## config.mk

```make
export PLATFORM = sky130hd
export DESIGN_NAME = row_scan_controller
export DESIGN_NICKNAME = d
export VERILOG_FILES = /design/src/rtl/rgb_panel_pkg.sv /design/src/rtl/row_scan_controller_phase_timer.sv /design/src/rtl/row_scan_controller.sv
export SDC_FILE = /design/constraint.sdc
export NUM_CORES = 1
export LEC_CHECK = 0
export ABC_AREA = 1
export BUFFER_PORTS_ARGS = -buffer_cell sky130_fd_sc_hd__buf_2
export CAP_MARGIN = 20
export CORE_MARGIN = 4
export CORE_UTILIZATION = 62
export DETAILED_ROUTE_END_ITERATION = 12
export HOLD_SLACK_MARGIN = 0.1
export PLACE_DENSITY = 0.89
export SYNTH_ARGS = -nofsm -noshare
export SYNTH_HDL_FRONTEND = slang
export SYNTH_SLANG_ARGS = --single-unit
```

## constraint.sdc

```tcl
create_clock -name clk -period 2.5 [get_ports clk]
set_input_delay 0.5 -clock clk [delete_from_list [all_inputs] [get_ports clk]]
set_output_delay 0.5 -clock clk [all_outputs]
set_load 0.01 [all_outputs]
```

## src/rtl/rgb_panel_pkg.sv

```systemverilog
// Shared types and constants for the RGB LED matrix panel driver.
package rgb_panel_pkg;

    localparam int DEFAULT_NUM_ROWS       = 16;
    localparam int DEFAULT_DISPLAY_CYCLES = 1000;
    localparam int DEFAULT_BLANK_CYCLES   = 2;
    localparam int DEFAULT_LATCH_CYCLES   = 1;

    typedef enum logic [2:0] {
        IDLE    = 3'd0,
        FILL    = 3'd1,
        BLANK   = 3'd2,
        LATCH   = 3'd3,
        ADVANCE = 3'd4
    } scan_state_t;

    // Width of a row index; never narrower than one bit.
    function automatic int row_width(input int rows);
        return (rows < 2) ? 1 : $clog2(rows);
    endfunction

endpackage

```

## src/rtl/row_scan_controller_phase_timer.sv

```systemverilog
// Loadable down-counter that times the fixed-length BLANK and LATCH phases.
// Loading N-1 on phase entry makes done assert in the N-th cycle of the phase.
module phase_timer #(
    parameter int W = 2
) (
    input  logic         clk,
    input  logic         rst,
    input  logic         load,
    input  logic [W-1:0] load_value,
    output logic         done
);

    logic [W-1:0] count;

    // Load on phase entry, otherwise count down and park at zero.
    always_ff @(posedge clk or posedge rst) begin
        if (rst) begin
            count <= '0;
        end else if (load) begin
            count <= load_value;
        end else if (count != '0) begin
            count <= count - 1'b1;
        end
    end

    assign done = (count == '0);

endmodule

```

## src/rtl/row_scan_controller.sv

```systemverilog
// Row-scan sequencer: lets the column filler shift the next row while the
// previously latched row is lit, then blanks, latches and advances the address.
module row_scan_controller
    import rgb_panel_pkg::*;
#(
    parameter  int NUM_ROWS       = DEFAULT_NUM_ROWS,
    parameter  int DISPLAY_CYCLES = DEFAULT_DISPLAY_CYCLES,
    parameter  int BLANK_CYCLES   = DEFAULT_BLANK_CYCLES,
    parameter  int LATCH_CYCLES   = DEFAULT_LATCH_CYCLES,
    localparam int ROW_W          = row_width(NUM_ROWS)
) (
    input  logic             clk,
    input  logic             rst,
    input  logic             run,
    input  logic             filled,
    output logic             fill_enable,
    output logic [ROW_W-1:0] fill_row,
    output logic [ROW_W-1:0] row_addr,
    output logic             latch,
    output logic             oe_n,
    output logic             frame_done
);

    localparam int DW     = $clog2(DISPLAY_CYCLES + 1);
    localparam int PH_MAX = (BLANK_CYCLES > LATCH_CYCLES) ? BLANK_CYCLES : LATCH_CYCLES;
    localparam int TW     = $clog2(PH_MAX + 1);

    scan_state_t   state;
    scan_state_t   state_next;
    logic [DW-1:0] dwell;
    logic          shown_valid;
    logic          shown_valid_next;
    logic          filled_seen;
    logic          fill_hit;
    logic          lit_enough;
    logic          row_wrap;
    logic          timer_load;
    logic [TW-1:0] timer_value;
    logic          timer_done;

    // dwell counts FILL cycles already completed, so the current FILL cycle
    // is the DISPLAY_CYCLES-th lit cycle when dwell reaches DISPLAY_CYCLES-1.
    assign fill_hit         = filled_seen | filled;
    assign lit_enough       = (dwell >= DW'(DISPLAY_CYCLES - 1));
    assign row_wrap         = (fill_row == ROW_W'(NUM_ROWS - 1));
    assign shown_valid_next = shown_valid | (state == ADVANCE);

    // Next-state decision for the scan sequence.
    always_comb begin
        // NOTE: default first so every path assigns state_next and no latch is inferred.
        state_next = state;
        case (state)
            IDLE:    if (run) state_next = FILL;
            FILL:    if (fill_hit && (lit_enough || !shown_valid)) state_next = BLANK;
            BLANK:   if (timer_done) state_next = LATCH;
            LATCH:   if (timer_done) state_next = ADVANCE;
            ADVANCE: state_next = run ? FILL : IDLE;
            default: state_next = IDLE;
        endcase
    end

    // Arm the phase timer on entry to BLANK or LATCH.
    always_comb begin
        timer_load  = 1'b0;
        timer_value = '0;
        if (state_next == BLANK && state != BLANK) begin
            timer_load  = 1'b1;
            timer_value = TW'(BLANK_CYCLES - 1);
        end else if (state_next == LATCH && state != LATCH) begin
            timer_load  = 1'b1;
            timer_value = TW'(LATCH_CYCLES - 1);
        end
    end

    phase_timer #(
        .W(TW)
    ) u_phase_timer (
        .clk        (clk),
        .rst        (rst),
        .load       (timer_load),
        .load_value (timer_value),
        .done       (timer_done)
    );

    // State, bookkeeping and registered panel outputs.
    always_ff @(posedge clk or posedge rst) begin
        if (rst) begin
            state       <= IDLE;
            fill_enable <= 1'b0;
            fill_row    <= '0;
            row_addr    <= '0;
            latch       <= 1'b0;
            oe_n        <= 1'b1;
            frame_done  <= 1'b0;
            dwell       <= '0;
            shown_valid <= 1'b0;
            filled_seen <= 1'b0;
        end else begin
            // NOTE: non-blocking throughout, so every term below sees pre-edge values.
            state <= state_next;

            // Outputs are decoded from state_next so they change on the same
            // edge as the state they belong to, yet stay glitch-free registers.
            fill_enable <= (state_next == FILL);
            latch       <= (state_next == LATCH);
            oe_n        <= !((state_next == FILL) && shown_valid_next);
            frame_done  <= 1'b0;

            if (state == FILL) begin
                if (dwell != DW'(DISPLAY_CYCLES)) dwell <= dwell + 1'b1;
                if (filled) filled_seen <= 1'b1;
            end

            if (state == ADVANCE) begin
                row_addr    <= fill_row;
                fill_row    <= row_wrap ? '0 : fill_row + 1'b1;
                frame_done  <= row_wrap;
                shown_valid <= 1'b1;
                dwell       <= '0;
                filled_seen <= 1'b0;
            end
        end
    end

endmodule
```

==> results.tsv <==
stage	metric	value	unit
power	Pwr Density	725	nW/µm²
synthesis	area share of the largest cell type after synthesis	45.3	%
timing	Final Max Tran Viols	0	
synthesis	Syn Nets	182	
cts	Worst-path clk slew	100	ps
cts	CTS sink count	29	
floorplan	io pins	16	
synthesis	Mapped Cells	174	
floorplan	# rows	17	
placement	HPWL Detailed	2210	µm
placement	GP Congestion	0.873	
timing	Fmax	660	MHz
global_route	first-pass GRT wire length	5220	µm
timing	Max transition margin	76.0	%
finish	share of cells above drive strength 1	25.9	%
timing	period utilization	60.6	%
detailed_routing	final wirelength	2970	µm
synthesis	EDFF count, synth	0	
min_path	HP Class	input port to async pin	
critical_path	worst-path maximum fanout	5	
critical_path	CP arrival	1750	ps
global_route	global route overflow	0	
synthesis	area leader, netlist	dfrtp_1	
finish	Util after Layout	75.2	%
critical_path	WP depth	7	
placement	port bufs	15	
cts	CTS buffer count	5	
critical_path	Crit Path Class	flip-flop to flip-flop	
timing	Final Setup Violations	0	
cts	clk_lat worst skew	330	ps
cts	H-tree Lvls	2	
cts	Post-CTS Setup Bufs	0	
finish	fin nets	204	
critical_path	Worst path max stage delay	420	ps
detailed_routing	vias	1228	
timing	Final Skew	12.8	ps
critical_path	startpoint types	flip-flop	
synthesis	Post-synth top cells	nand2_1, dfrtp_1, inv_1, nand3_1, nor2_1	
timing	worst slew pin tran	359	ps
global_route	largest net degree at the start of global routing	30	
placement	post-place setup slack	1020	ps
floorplan	die area	3360	µm²
synthesis	synthesized area per cell	8.90	µm²
outcome	outcome	completed	
synthesis	prevailing post-synth register cell	dfrtp_1	
critical_path	Cell Chain, Critical Path	ha_1 > nand2_1 > nor2_1 > inv_1 > o21ai_0 > nand4_1 > o21ai_0	
critical_path	Register-to-Register Setup Slack	980	ps
timing	minimum clock period	1520	ps
critical_path	delay-heaviest family, CP	simple AND/OR/NAND/NOR gates	
synthesis	top post-synthesis cells by area	dfrtp_1, nand2_1, nand3_1	
detailed_routing	Residual DRC	0	
critical_path	cell mode on critical path	o21ai_0	
timing	RSZ-0062 raised after global routing	false	
critical_path	slowest CP cell	dfrtp_1	
critical_path	crit path buf inv count	1	
finish	# diodes	0	
global_route	initial antenna violation count	0	
detailed_routing	drt wl/cell	13.2	µm
synthesis	number of synthesized register bits	29	
cts	CTS tree	done	
synthesis	count leader, synth	nand2_1	
timing	hold violation total from the final report	0	
floorplan	Starting Density	67.4	%
cts	Clock Tree Buf Depth	2	
synthesis	synthesized cell area	1550	µm²
global_route	vias in the first global route	1211	
synthesis	synth warn	0	
finish	P&R area growth vs syn	11.6	%
floorplan	Die W	58.0	µm
power	Static Leak	0.000885	µW
run	Max Cap Viol	0	
synthesis	sequential-to-total area share from yosys stat	47.0	%
power	Peak supply drop	543	µV
detailed_routing	Detail Route Antenna Nets	0	
cts	cts repair resizes	0	
timing	Final Worst Setup Slack	984	ps
timing	WHS	227	ps
cts	Hold Buf Count CTS	0	
detailed_routing	Iteration-0 DRC Markers	39	
detailed_routing	drt pass-1 iters	5	
critical_path	Reg2Reg Depth	7	
timing	setup_tns	0	ps
cts	Clock Root Buffer	clkbuf_4	
floorplan	area of the core	2300	µm²
critical_path	Crit. End Element	flip-flop	
detailed_routing	post-DR vias/cell	5.46	
critical_path	worst endpoint required time	2740	ps
synthesis	ys async rst share	100	%
synthesis	count of cell types in the netlist	36	
floorplan	DIE HEIGHT	58.0	µm
global_route	total track usage	20.6	%
[where the power goes]
group / switching (µW) / total, µW / leakage [µW] / internal [µW]
sequential: 63.8 / 592 / 0.000364 / 528
clock: 159 / 368 / 0.0000422 / 209
combinational: 184 / 292 / 0.000478 / 108
total: 407 / 1250 / 0.000885 / 846
[routing by layer]
metal	share of wire [%]	track usage [%]	routed length, µm
met5	0	0	0
met1	44	23.6	1310
met4	0.98	7.28	29
met2	50	35.2	1490
met3	4.6	7.57	136
[tightest hold or removal path, stage by stage]
cell and delay [ps]:
buf_2 100, inv_1 40, buf_4 330
[cell usage in the layout (no fill, tap or decap), types with 2 or more instances in the layout]
cell       n
nand2_1   45
dfrtp_1   28
inv_1     17
nand3_1   15
buf_2     15
nor2_1    10
o21ai_0    8
o21ai_2    5
nand4_1    5
clkbuf_4   5
inv_2      4
ha_1       4
nand2_2    3
nand2_4    2
a21oi_1    2
o21bai_1   2
or2_2      2
o21ai_1    2
[registers in the layout (all words and copies together) (netlist names)]
name                 flops
state                    3
filled_seen              1
frame_done               1
oe_n                     1
shown_valid              1
fill_enable              1
dwell                   10
u_phase_timer.count      2
row_addr                 4
fill_row                 4
latch                    1
[cell families (layout without fill, tap and decap cells)]
family,Yosys count,after routing,share of synthesized area [%]
adders and majority gates,4,4,3.23
AOI/OAI and AO/OA,22,22,9.38
DFF,29,29,47.0
and+or+nand+nor,93,93,31.9
xor gates and xnor gates,2,2,1.13
buffers and inverters,24,47,7.36
[metrics by stage]
| step | power [µW] | cells | cell area, µm² |
|---|---|---|---|
| floorplan | 820 | 174 | 1550 |
| global placement | 871 | 217 | 1650 |
| detailed placement | 890 | 217 | 1650 |
| CTS | 1260 | 225 | 1730 |
| global route | 1330 | 225 | 1730 |
| finish | 1250 | 225 | 1730 |
[path summary, 6_finish.rpt]
check	endpoint	startpoint
min in group clk	row_addr[1]	row_addr[1]
max in group asynchronous	oe_n	rst
setup reg to reg	dwell[6]	dwell[0]
hold / removal	fill_row[3]	rst
setup / recovery	dwell[6]	dwell[0]
hold reg to reg	row_addr[1]	row_addr[1]
[layout make-up]
class,instances,area (µm²)
clock buffer,6,41.3
clock inverter,2,35.0
inverter,23,98.8
multi-input combinational,121,707
tap,28,35.0
timing repair buffer,16,82.6
sequential,29,727
fill,168,571
(Power assumes the default switching activity.)
